**src/rtl/strided_fetch.sv**
```systemverilog
// Read-issue stage behind a strided address generator: issues SRAM reads on credit,
// collects fixed-latency returns into an output FIFO, and drains through valid/ready.
module strided_fetch #(
   parameter int DATA_W     = 16,
   parameter int ADDR_W     = 16,
   parameter int MEM_LAT    = 2,
   parameter int FIFO_DEPTH = 4,
   localparam int PTR_W     = $clog2(FIFO_DEPTH),
   localparam int CNT_W     = $clog2(FIFO_DEPTH + 1),
   localparam int INF_W     = $clog2(MEM_LAT + 1)
) (
   input  logic              clk,
   input  logic              rst_n,
   input  logic              start,
   input  logic [31:0]       total,
   input  logic [ADDR_W-1:0] addr_in,
   output logic              step,
   output logic              mem_ren,
   output logic [ADDR_W-1:0] mem_addr,
   input  logic [DATA_W-1:0] mem_rdata,
   output logic [DATA_W-1:0] out_data,
   output logic              out_valid,
   input  logic              out_ready,
   output logic              busy,
   output logic              done,
   output logic [1:0]        dbg_state,
   output logic [CNT_W-1:0]  dbg_fifo_count
);

   typedef enum logic [1:0] {
      ST_IDLE  = 2'd0,
      ST_RUN   = 2'd1,
      ST_DRAIN = 2'd2
   } state_t;

   // Stream handshake: a word transfers on any cycle where out_valid=1 and out_ready=1;
   // out_valid never depends on out_ready, and out_data is held until the transfer.

   state_t              state, state_nxt;
   logic [31:0]         remaining;
   logic [MEM_LAT-1:0]  vpipe;
   logic [INF_W-1:0]    inflight;
   logic [DATA_W-1:0]   fifo_mem [FIFO_DEPTH];
   logic [PTR_W-1:0]    wr_ptr, rd_ptr;
   logic [CNT_W-1:0]    fifo_count;
   logic                done_r, done_nxt;
   logic                issue, push, pop, credit_ok;

   // Credits use registered occupancy only, so a pop in this cycle frees no slot yet.
   assign credit_ok = (32'(fifo_count) + 32'(inflight)) < 32'(FIFO_DEPTH);
   assign push      = vpipe[MEM_LAT-1];
   assign out_valid = (fifo_count != '0);
   assign pop       = out_valid & out_ready;

   always_comb begin
      state_nxt = state;
      issue     = 1'b0;
      done_nxt  = 1'b0;
      case (state)
         ST_IDLE: begin
            if (start) begin
               if (total != 32'd0) state_nxt = ST_RUN;
               else                done_nxt  = 1'b1;
            end
         end
         ST_RUN: begin
            if ((remaining != 32'd0) && credit_ok) begin
               issue = 1'b1;
               if (remaining == 32'd1) state_nxt = ST_DRAIN;
            end
         end
         ST_DRAIN: begin
            // Leave as soon as the final word is leaving, so done follows the last pop by one cycle.
            if ((inflight == '0) &&
                ((fifo_count == '0) || ((fifo_count == CNT_W'(1)) && pop))) begin
               state_nxt = ST_IDLE;
               done_nxt  = 1'b1;
            end
         end
         default: state_nxt = ST_IDLE;
      endcase
   end

   always_ff @(posedge clk or negedge rst_n) begin
      if (!rst_n) begin
         state     <= ST_IDLE;
         remaining <= '0;
         done_r    <= 1'b0;
      end else begin
         state  <= state_nxt;
         done_r <= done_nxt;
         if ((state == ST_IDLE) && start) remaining <= total;
         else if (issue)                  remaining <= remaining - 32'd1;
      end
   end

   always_ff @(posedge clk or negedge rst_n) begin
      if (!rst_n) begin
         vpipe    <= '0;
         inflight <= '0;
      end else begin
         vpipe[0] <= issue;
         for (int i = 1; i < MEM_LAT; i++) vpipe[i] <= vpipe[i-1];
         case ({issue, push})
            2'b10:   inflight <= inflight + INF_W'(1);
            2'b01:   inflight <= inflight - INF_W'(1);
            default: inflight <= inflight;
         endcase
      end
   end

   always_ff @(posedge clk) begin
      if (push) fifo_mem[wr_ptr] <= mem_rdata;
   end

   always_ff @(posedge clk or negedge rst_n) begin
      if (!rst_n) begin
         wr_ptr     <= '0;
         rd_ptr     <= '0;
         fifo_count <= '0;
      end else begin
         if (push) wr_ptr <= wr_ptr + PTR_W'(1);
         if (pop)  rd_ptr <= rd_ptr + PTR_W'(1);
         case ({push, pop})
            2'b10:   fifo_count <= fifo_count + CNT_W'(1);
            2'b01:   fifo_count <= fifo_count - CNT_W'(1);
            default: fifo_count <= fifo_count;
         endcase
      end
   end

   assign step           = issue;
   assign mem_ren        = issue;
   assign mem_addr       = issue ? addr_in : '0;
   assign out_data       = out_valid ? fifo_mem[rd_ptr] : '0;
   assign busy           = (state != ST_IDLE);
   assign done           = done_r;
   assign dbg_state      = state;
   assign dbg_fifo_count = fifo_count;

endmodule

```
**config.mk**
```make
export PLATFORM = sky130hd
export DESIGN_NAME = strided_fetch
export DESIGN_NICKNAME = d
export VERILOG_FILES = /design/src/rtl/strided_fetch.sv
export SDC_FILE = /design/constraint.sdc
export NUM_CORES = 1
export LEC_CHECK = 0
export BUFFER_PORTS_ARGS = -buffer_cell sky130_fd_sc_hd__buf_2
export CAP_MARGIN = 20
export CORE_ASPECT_RATIO = 1.2
export CORE_MARGIN = 1.5
export CORE_UTILIZATION = 40
export CTS_CLUSTER_SIZE = 14
export DETAILED_ROUTE_END_ITERATION = 16
export PLACE_DENSITY_LB_ADDON = 0.2
export SETUP_SLACK_MARGIN = 0.15
export SYNTH_ARGS = -nofsm -noshare
export SYNTH_HDL_FRONTEND = slang
export SYNTH_SLANG_ARGS = --single-unit
```
**constraint.sdc**
```tcl
create_clock -name clk -period 3.2 [get_ports clk]
set_input_delay 0.96 -clock clk [delete_from_list [all_inputs] [get_ports clk]]
set_output_delay 0.96 -clock clk [all_outputs]
set_load 0.02 [all_outputs]
```
==> Word level (Yosys, flattened, before mapping) <==
Memories as Yosys holds them, arrays and structs flattened.
Cells that the tools add are included.
{ "classes": {"n_eq_ne": 13, "n_div": 0, "shift": 0, "n_bitwise": 1, "reduce_logical": 16, "n_addsub": 8, "multipliers": 0, "n_lt_le_gt_ge": 1, "n_mux": 20} }
{ "op_table": {"columns": ["cell", "n"], "rows": [
  ["$mux W32", 2],
  ["$reduce_bool A32 Y1", 2],
  ["$eq A32 B1 Y1 const B", 1],
  ["$mux W16", 2],
  ["$sub A32 B1 Y32 const B", 1],
  ["$mux W2", 5],
  ["$ne A2 B2 Y1 const B", 5],
  ["$reduce_bool A2 Y1", 4],
  ["$mux W1", 7],
  ["$add A2 B1 Y2 const B", 3],
  ["$eq A2 B1 Y1 const B", 3],
  ["$eq A2 B2 Y1 const B", 3],
  ["$pmux W2 S3", 1],
  ["$pmux W3 S2", 1],
  ["$reduce_and A5 Y1", 1],
  ["$add A3 B2 Y4", 1],
  ["$logic_and A1 B1 Y1", 4],
  ["$logic_not A2 Y1", 2],
  ["$lt A4 B3 Y1 const B", 1],
  ["$pmux W2 S2", 1],
  ["$add A3 B1 Y3 const B", 1],
  ["$eq A3 B1 Y1 const B", 1],
  ["$logic_not A3 Y1", 1],
  ["$reduce_bool A3 Y1", 1],
  ["other kinds (5)", 5]
]} }
{ "word_totals": {"memories": 1, "rom_bits": 0, "latchBits": 0, "ram_bits": 64, "regBits": 46, "elab_cells": 68} }
{ "mem_list": {"columns": ["name", "words", "word_bits", "rd", "rd_ports_with_merged_regs", "write_ports", "line", "text"], "rows": [
  ["fifo_mem", 4, 16, 1, 0, 1, "43", "logic [DATA_W-1:0] fifo_mem [FIFO_DEPTH];"]
]} }

==> Longest topological paths before layout <==
Gate-level depths: netlist of the first run.
{ "depth": {"word_depth": 7, "mapped_depth": 12} }

==> Least setup slack after synthesis of the first run <==
OpenSTA, ideal clock, no wires.
{ "synth_path": {"path_kind": "flip-flop to output port", "start": "reg remaining[19]", "end": "out mem_addr[10]", "slack_ns": 0.107, "arrival_time_ns": 2.133, "required_time_ns": 2.240, "path_buffers": 1, "path_stages_with_launch": 6, "cell_sequence": "dfrtp_1 > or4_4 > nor4_2 > a41oi_1 > clkbuf_1 > and2_1"} }
{ "synth_via": {"elab_chain_cells": 5} }
{ "synth_rtl": {"columns": ["item", "line", "text"], "rows": [
  ["from (decl)", "40", "logic [31:0] remaining;"],
  ["from (signal assigned)", "92", "if ((state == ST_IDLE) && start) remaining <= total;"],
  ["from (signal assigned)", "93", "else if (issue) remaining <= remaining - 32'd1;"],
  ["$reduce_bool A32 Y1", "67", "if ((remaining != 32'd0) && credit_ok) begin"],
  ["$logic_and A1 B1 Y1", "67", null],
  ["$mux W1", "67", null],
  ["$mux W1", "59", "case (state)"],
  ["net mem_ren", "18", "output logic mem_ren,"],
  ["$mux W16", "134", "assign mem_addr = issue ? addr_in : '0;"],
  ["to (decl)", "19", "output logic [ADDR_W-1:0] mem_addr,"]
]} }
The timed path passes the listed nets, and every way through them passes these cells.

==> Worst setup path after layout of the first run <==
{ "layout_path": {"start": "reg remaining[25]", "end": "out mem_addr[1]"} }
{ "layout_via": {"elab_chain_cells": 5} }
{ "layout_rtl": {"columns": ["item", "line"], "rows": [
  ["$reduce_bool A32 Y1", "67"],
  ["$logic_and A1 B1 Y1", "67"],
  ["$mux W1", "67"],
  ["$mux W1", "59"],
  ["$mux W16", "134"]
]} }
No other way between the ends.

==> results.json, run 1 <==
{
  "status": "finished, violations left",
  "violations": "negative setup slack",
  "yosysWarnings": 0,
  "final_antenna_net_count": 0,
  "critPathArrivalTime_ns": 2.37,
  "htreeDepth": 3,
  "multi_input_area_sq_um": 2320,
  "clkSinkCount": 110,
  "cts_tree": "done",
  "layoutNonFillerInstCount": 754,
  "synth_top_area_cell": "edfxtp_1",
  "numCtsBuffers": 9,
  "fin_tns_setup_ns": -1.99,
  "wl_per_cell_um": 18.3,
  "synth_fp_nets": 540,
  "worst_hold_slack_ns": 0.402,
  "synthMuxAreaShare_pct": 6.66,
  "die_h_um": 132,
  "viasPerCell": 5.66,
  "post-route-util_pct": 49.1,
  "via_count": 4264,
  "required_ns": 2.24,
  "fillCellCount": 1251,
  "insertedDiodeCount": 0,
  "hp-class": "register to register",
  "grt_usage_pct": 19.5,
  "yosys.area.top_type_share_pct": 34.6,
  "synthesis.area_sq_um": 5560,
  "min_period_over_period_pct": 104,
  "layout_setup_ws_ns": -0.132,
  "dpl_worst_slack_ns": 0.139,
  "critical_path_class": "register to output port",
  "grt.overflow.total": 0,
  "nets": 659,
  "power_density_nw_per_um2": 942,
  "post_dp_cell_area_sq_um": 6340,
  "final_common_cell": "buf_2",
  "drt_wl_total_um": 13800,
  "clk_pin_slew_worst_paths_ns": 0.08,
  "drive_gt1_share_pct": 31.0,
  "synthAdderAreaFrac_pct": 2.92,
  "initial_core_util_pct": 40.6,
  "worst_setup_path_end_kind": "output port",
  "syn_avg_cell_area_sq_um": 12.1,
  "layout_common_cells": "108 x buf_2, 64 x edfxtp_1, 45 x dfrtp_1",
  "place_inst": 733,
  "yosysSeqAreaShare_pct": 55.3,
  "final-seq-area_sq_um": 3070,
  "gp_congestion": 0.915,
  "total_power_mw": 6.33,
  "crit_path_start_kind": "register",
  "insertion_delay_ns": 0.35,
  "skew_ns": 0.00930,
  "grt_pass1_wl_um": 22600,
  "rsz0062_at_grt": "true",
  "synth_compound_area_share_pct": 11.4,
  "worstPathMaxFanout": 25,
  "drv_cap": 0,
  "drcViolationCount": 0,
  "clock-root-buffer": "clkbuf_16",
  "synth-seq-cells": 110,
  "initialDrtViolationCount": 297,
  "synth_cells": 459,
  "timing.fmax_mhz": 300,
  "ios": 110,
  "synth_edf_count": 64,
  "maxSlewViolCount": 0,
  "fin_area_sq_um": 6730,
  "antenna_found_initial": 0,
  "hold_viol": 0,
  "slew_headroom_pct": 33.9,
  "postCtsHoldBufs": 0,
  "yosys_most_used_dff": "edfxtp_1",
  "area_delta_synth_final_pct": 20.9,
  "vdd_drop_max_v": 0.000487,
  "grt_pass1_vias": 4406,
  "synth_cell_type_count": 65,
  "io_buffers": 109,
  "dr.pass1.iters": 4,
  "worst_slew_pin_slew_ns": 0.991,
  "place_hpwl_um": 10100,
  "synth_top_family_by_area": "simple AND/OR/NAND/NOR gates",
  "die_width_um": 111,
  "finalSetupViolCount": 17,
  "grt_max_degree": 26,
  "synthArstFlopShare_pct": 41.8,
  "dieArea_sq_um": 14600,
  "fp-row-count": 47,
  "period_minus_slack_ns": 3.33,
  "synthTopCellsByArea": "edfxtp_1 35%, dfrtp_1 21%, mux4_2 6.5%",
  "core_area_sq_um": 13700,
  "p_leak_nw": 2.66,
  "clock_path_buffers": 2,
  "synthSimpleGateAreaFrac_pct": 18.6,
  "synth_xor_xnor_area_share_pct": 1.57
}
cell families (layout without fill, tap and decap cells):
group | count (synthesis) | in the layout
compound gates | 87 | 87
xor+xnor | 10 | 10
fa+ha+maj | 13 | 13
buf+inv | 43 | 167
flops | 110 | 110
mux | 17 | 17
simple gates | 179 | 179
path summary, 6_finish.rpt:
check / start / to / slack, ns / cells after the start
max: remaining[25]$_DFFE_PN0P_ / mem_addr[1] / -0.13 / 6
min: vpipe[0]$_DFF_PN0_ / vpipe[1]$_DFF_PN0_ / 0.40 / 0
max reg2reg: dbg_fifo_count[1]$_DFFE_PN0P_ / remaining[4]$_DFFE_PN0P_ / 0.48 / 10
min reg2reg: vpipe[0]$_DFF_PN0_ / vpipe[1]$_DFF_PN0_ / 0.40 / 0
max in group asynchronous: rst_n / remaining[31]$_DFFE_PN0P_ / 2.07 / 2
min in group asynchronous: rst_n / dbg_fifo_count[2]$_DFFE_PN0P_ / 0.51 / 1
layer usage:
layer	wire length, um	part of all wire, %	GRT usage, %
met1	5550	40	22.7
met2	7300	53	35.9
met3	593	4.3	2.99
met4	347	2.5	7.19
met5	0	0	0
timing repair:
action,4_1_cts,5_1_grt
buffers inserted,4,1
endpoints found under the setup margin,18,34
resized for setup,7,2
pin swaps,2,0
cell usage after synthesis (13+ instances only):
| cell type | count |
|---|---|
| edfxtp_1 | 64 |
| nand3_1 | 16 |
| nor2_1 | 22 |
| nand2_1 | 26 |
| mux4_2 | 16 |
| nor4_1 | 16 |
| nor3_1 | 14 |
| and2_1 | 38 |
| inv_1 | 19 |
| ha_1 | 13 |
| dfrtp_1 | 46 |
flip-flops by register name (all words and copies together) (netlist names):
| name | flops |
|---|---|
| fifo_mem | 64 |
| dbg_state | 2 |
| dbg_fifo_count | 3 |
| done | 1 |
| rd_ptr | 2 |
| vpipe | 2 |
| inflight | 2 |
| remaining | 32 |
| wr_ptr | 2 |
area by class of cell:
| type | count | share of cell area, % |
|---|---|---|
| Clock buffer | 10 | 3.40 |
| Sequential cell | 110 | 45.7 |
| Timing Repair Buffer | 131 | 10.9 |
| Clock inverter | 6 | 1.21 |
| Inverter | 20 | 1.12 |
| Multi-Input combinational cell | 306 | 34.5 |
| Tap cell | 171 | 3.18 |
power breakdown:
| group | internal [mW] | leakage [nW] | total (mW) | switching [mW] |
|---|---|---|---|---|
| clock network | 0.631 | 0.153 | 1.17 | 0.543 |
| registers | 1.89 | 1.15 | 2.14 | 0.255 |
| logic | 1.27 | 1.36 | 3.01 | 1.74 |
| total | 3.79 | 2.66 | 6.33 | 2.54 |
worst max-delay path: stages, from the launching register on:
cell	delay (ns)
dfrtp_1	0.39
or4_4	0.56
nor4_4	0.33
a41oi_2	0.21
buf_12	0.22
and2_1	0.16
buf_2	0.15
(Power assumes the default switching activity.)
==> run 2: changes to the inputs <==
- TNS_END_PERCENT: not set -> 1
==> run 2 against run 1 <==
Net effect: the run still ends with negative setup slack left; sequential power hardly changed; combinational power is 3% lower; routed wire length is 0.25% lower; fmax hardly changed; first-iteration DRC count is 3.0% higher; non-clock buffer count is 5 lower; cell area is 0.74% lower; clock power hardly changed; sequential cell count stayed put; utilization is 0.37 points lower; largest cell class unchanged; highest routed layer unchanged.
==> results.json, run 2 (synthesized netlist as in run 1, its figures left out) <==
{
  "status": "finished, violations left",
  "violations": "negative setup slack",
  "required_ns": 2.24,
  "postCtsHoldBufs": 0,
  "final_common_cell": "buf_2",
  "globalRouteMet3Util_pct": 2.99,
  "slew_headroom_pct": 32.8,
  "worstReg2RegEnd": "remaining[4]$_DFFE_PN0P_",
  "grt.busiest_layer": "met2",
  "crit_path_start_kind": "register",
  "via_count": 4234,
  "timing.fmax_mhz": 300,
  "multi_input_area_sq_um": 2310,
  "largest_reg_flops": 64,
  "final_antenna_net_count": 0,
  "layout_setup_ws_ns": -0.131,
  "worst_slew_pin_slew_ns": 1.01,
  "worstPathMaxFanout": 25,
  "dieArea_sq_um": 14600,
  "nets": 654,
  "area_delta_synth_final_pct": 20.0,
  "finalSetupViolCount": 16,
  "r2r_start": "dbg_fifo_count[1]$_DFFE_PN0P_",
  "critical_path_class": "register to output port",
  "grtUsageMet1_pct": 22.6,
  "drive_gt1_share_pct": 30.6,
  "fillCellCount": 1257,
  "critPathArrivalTime_ns": 2.37,
  "insertion_delay_ns": 0.35,
  "power_density_nw_per_um2": 936,
  "total_power_mw": 6.25,
  "initial_core_util_pct": 40.6,
  "max_stage_delay_ns": 0.55,
  "gr-usage-met2_pct": 35.8,
  "drt_wl_total_um": 13800,
  "post_dp_cell_area_sq_um": 6340,
  "layout_common_cells": "109 x buf_2, 64 x edfxtp_1, 44 x dfrtp_1",
  "clock-root-buffer": "clkbuf_16",
  "skew_ns": 0.00764,
  "crit_start": "remaining[25]$_DFFE_PN0P_",
  "viasPerCell": 5.65,
  "drcViolationCount": 0,
  "hp-class": "register to register",
  "htreeDepth": 3,
  "gp_congestion": 0.915,
  "clock_path_buffers": 2,
  "period_minus_slack_ns": 3.33,
  "reg2reg_slack_ns": 0.49,
  "die_h_um": 132,
  "cts_tree": "done",
  "grt_max_degree": 26,
  "place_inst": 733,
  "p_leak_nw": 2.63,
  "core_area_sq_um": 13700,
  "crit_slowest_cell": "or4_4",
  "drv_cap": 0,
  "dr.pass1.iters": 5,
  "rsz0062_at_grt": "true",
  "antenna_found_initial": 0,
  "r2r_cells": 10,
  "grt.overflow.total": 0,
  "vdd_drop_max_v": 0.000488,
  "crit_chain": "or4_4, nor4_4, a41oi_2, buf_12, and2_1, buf_2",
  "io_buffers": 109,
  "final-seq-area_sq_um": 3080,
  "regMostFlops": "fifo_mem",
  "fin_area_sq_um": 6680,
  "hold_viol": 0,
  "worst_hold_slack_ns": 0.404,
  "grt_usage_pct": 19.4,
  "initialDrtViolationCount": 306,
  "insertedDiodeCount": 0,
  "grt_pass1_wl_um": 22500,
  "grt_pass1_vias": 4359,
  "layoutNonFillerInstCount": 749,
  "die_width_um": 111,
  "wl_per_cell_um": 18.4,
  "clk_pin_slew_worst_paths_ns": 0.08,
  "clkSinkCount": 110,
  "cp-endpoint": "mem_addr[11]",
  "ios": 110,
  "fp-row-count": 47,
  "maxSlewViolCount": 0,
  "post-cts-setup-buffers": 0,
  "fin_tns_setup_ns": -1.97,
  "min_period_over_period_pct": 104,
  "numCtsBuffers": 9,
  "place_hpwl_um": 10100,
  "worst_setup_path_end_kind": "output port"
}
[run 2: cell types whose count changed in the layout (fill, tap and decap cells not counted), sizes merged]
cell,before,now
buf,131,126
[run 2: final cells by class]
cell class	instances	area share (%)
flip-flops and latches	110	46.1
multi-input cells	306	34.7
repair buffers	126	10.3
clock buffers	10	3.43
well taps	171	3.21
clock inverters	6	1.22
inverters	20	1.12
[run 2: power breakdown]
part	leakage [nW]	total (mW)	internal (mW)	switching [mW]
Clock	0.153	1.17	0.631	0.544
Sequential	1.15	2.15	1.89	0.261
Combinational	1.33	2.92	1.21	1.72
[run 2: worst max-delay path: cells and delay by family (launching register included)]
kind / cells / cell delay, ns
AND/OR/NAND/NOR: 3 / 1.04
buffers and inverters: 2 / 0.36
AO/OA/AOI/OAI: 1 / 0.20
flip-flops: 1 / 0.42
[run 2: repair_timing]
action,4_1_cts,5_1_grt
gates resized for setup,3,3
endpoints found under the setup margin,18,34
pin swaps,2,1
[run 2: metal layers]
layer	wire length, um	up-vias
met5	0	-
met2	7250	131
met3	604	18
met1	5540	2081
li1	-	2004
met4	354	0
[run 2: how the worst min path moves through the flow]
stage / from / to / slack [ns] / cells past startpoint
after CTS: vpipe[0]$_DFF_PN0_ / vpipe[1]$_DFF_PN0_ / 0.40 / 0
after global placement: vpipe[0]$_DFF_PN0_ / vpipe[1]$_DFF_PN0_ / 0.39 / 0
after floorplan: vpipe[0]$_DFF_PN0_ / vpipe[1]$_DFF_PN0_ / 0.33 / 0
after global routing: vpipe[0]$_DFF_PN0_ / vpipe[1]$_DFF_PN0_ / 0.41 / 0
after detailed placement: vpipe[0]$_DFF_PN0_ / vpipe[1]$_DFF_PN0_ / 0.38 / 0
final: vpipe[0]$_DFF_PN0_ / vpipe[1]$_DFF_PN0_ / 0.40 / 0
[run 2: through the flow]
stage	setup slack, ns	utilization, %
detailed placement	0.139	46.3
global route	-0.224	48.7
CTS	-0.171	48.6
finish	-0.131	48.7
floorplan	0.171	-
global placement	0.165	46.3
==> run 3: changes to the inputs <==
- CORE_MARGIN: 1.5 -> 2
- clock period: 3.2 -> 2.75 ns (I/O delays scaled with it)
==> run 3 against run 2 <==
Net effect: the run still ends with negative setup slack left; die area increased by 1.7%; hold slack got worse by 0.050 ns; register-to-register slack lost 0.46 ns; routed wire length rose by 5.1%; worst setup slack worse by 0.27 ns; clock skew increased by 0.0011 ns; global-route usage grew 0.90 points; non-clock buffer count is 35 higher; critical path depth unchanged; sequential share of layout area down 3.2 points; combinational power up 45%; via count rose by 5.3%; critical path type unchanged.
==> results.json, run 3 (synthesized netlist as in run 1, its figures left out) <==
{
  "status": "finished, violations left",
  "violations": "negative setup slack",
  "layout_setup_ws_ns": -0.398,
  "clkSinkCount": 110,
  "slew_headroom_pct": 35.9,
  "clk_pin_slew_worst_paths_ns": 0.08,
  "final_antenna_net_count": 0,
  "reg2reg_slack_ns": 0.03,
  "clock-root-buffer": "clkbuf_16",
  "skew_ns": 0.00871,
  "total_power_mw": 8.10,
  "worstReg2RegEnd": "remaining[16]$_DFFE_PN0P_",
  "grt.overflow.total": 0,
  "layoutNonFillerInstCount": 784,
  "critPathArrivalTime_ns": 2.32,
  "r2r_start": "remaining[19]$_DFFE_PN0P_",
  "dieArea_sq_um": 14900,
  "post-route-util_pct": 52.3,
  "vdd_drop_max_v": 0.000607,
  "numCtsBuffers": 9,
  "die_h_um": 133,
  "timing.fmax_mhz": 318,
  "hp-start": "vpipe[0]$_DFF_PN0_",
  "regMostFlops": "fifo_mem",
  "grt_usage_pct": 20.3,
  "ios": 110,
  "antenna_found_initial": 0,
  "initialDrtViolationCount": 278,
  "critical_path_class": "register to output port",
  "fillCellCount": 1217,
  "die_width_um": 112,
  "p_leak_nw": 2.89,
  "wl_per_cell_um": 18.4,
  "viasPerCell": 5.69,
  "place_inst": 768,
  "crit_path_start_kind": "register",
  "area_delta_synth_final_pct": 28.9,
  "htreeDepth": 3,
  "nets": 689,
  "dr.pass1.iters": 5,
  "largest_reg_flops": 64,
  "period_minus_slack_ns": 3.15,
  "drt_wl_total_um": 14500,
  "fin_area_sq_um": 7170,
  "post_dp_cell_area_sq_um": 6650,
  "grt_pass1_vias": 4695,
  "layout_common_cells": "92 x buf_2, 64 x edfxtp_1, 47 x buf_4",
  "rsz0062_at_grt": "true",
  "worst_hold_slack_ns": 0.354,
  "hp-class": "register to register",
  "place_hpwl_um": 10400,
  "min_period_over_period_pct": 114,
  "min_delay_worst_endpoint": "vpipe[1]$_DFF_PN0_",
  "required_ns": 1.93,
  "drv_cap": 0,
  "core_area_sq_um": 13700,
  "insertion_delay_ns": 0.36,
  "dpl_worst_slack_ns": -0.0160,
  "grt_pass1_wl_um": 23800,
  "gp_congestion": 0.898,
  "power_density_nw_per_um2": 1130,
  "max_stage_delay_ns": 0.57,
  "initial_core_util_pct": 40.6,
  "drcViolationCount": 0,
  "drive_gt1_share_pct": 37.4,
  "via_count": 4460,
  "crit_slowest_cell": "or4_4",
  "r2r_cells": 6,
  "worstPathMaxFanout": 25,
  "io_buffers": 109,
  "final_common_cell": "buf_2",
  "clock_path_buffers": 2,
  "fin_tns_setup_ns": -6.64,
  "postCtsHoldBufs": 0,
  "grt_max_degree": 47,
  "worst_setup_path_end_kind": "output port",
  "worst_slew_pin_slew_ns": 0.962,
  "crit_chain": "or4_4, nor4_4, a41oi_2, buf_12, and2_1, buf_2",
  "maxSlewViolCount": 0,
  "hold_viol": 0,
  "hold_path_depth": 0,
  "fp-row-count": 47,
  "finalSetupViolCount": 18,
  "cts_tree": "done",
  "insertedDiodeCount": 0
}
==> run 3: cell count changes in the layout (fill, tap and decap cells not counted), moves of 3 or more <==
cell / change
and2_1: -16
and2_4: +16
buf_12: +3
buf_2: -17
buf_4: +31
buf_6: +18
==> run 3: how the worst max path moves through the flow <==
| stage | depth (start not counted) | to | start | slack (ns) |
|---|---|---|---|---|
| 2_1_floorplan | 5 | mem_addr[10] | remaining[19]$_DFFE_PN0P_ | -0.01 |
| 3_3_place_gp | 6 | mem_addr[0] | remaining[19]$_DFFE_PN0P_ | 0.02 |
| 3_5_place_dp | 6 | mem_addr[7] | remaining[19]$_DFFE_PN0P_ | -0.02 |
| 4_1_cts | 6 | mem_addr[7] | remaining[19]$_DFFE_PN0P_ | -0.40 |
| 5_1_grt | 6 | mem_addr[7] | remaining[19]$_DFFE_PN0P_ | -0.45 |
| 6_report | 6 | mem_addr[7] | remaining[19]$_DFFE_PN0P_ | -0.40 |
==> run 3: power by group <==
group | leakage (nW) | switching [mW] | internal [mW] | total, mW
combinational | 1.59 | 2.23 | 2.00 | 4.23
clock | 0.156 | 0.636 | 0.814 | 1.45
sequential | 1.15 | 0.232 | 2.20 | 2.43
total | 2.89 | 3.09 | 5.01 | 8.10
==> run 3: worst max-delay path, delay by kind of cell (launching register included) <==
family          cells  cell delay (ns)
buf+inv             2             0.34
simple gates        3             1.04
flops               1             0.40
compound gates      1             0.18
==> run 3: area by class of cell <==
class	instances	area, sq um	share of cell area, %
clock buffer	9	225	3.14
clock inverter	7	106	1.48
inverter	20	75.1	1.05
multi-input combinational	306	2380	33.2
sequential	110	3070	42.9
tap	171	214	2.98
timing repair buffer	161	1100	15.3
==> run 3: repair_timing <==
| action | in CTS | in global routing |
|---|---|---|
| pin swaps | 21 | 11 |
| setup buffers | 0 | 0 |
| gates resized for setup | 55 | 6 |
| endpoints found under the setup margin | 55 | 60 |
==> run 3: metal layers <==
layer | global-route usage (%) | vias up | wire length [um]
li1 | - | 2071 | -
met1 | 23.9 | 2180 | 5800
met2 | 36.4 | 172 | 7530
met3 | 3.59 | 37 | 704
met4 | 8.64 | 0 | 417
met5 | 0 | - | 0
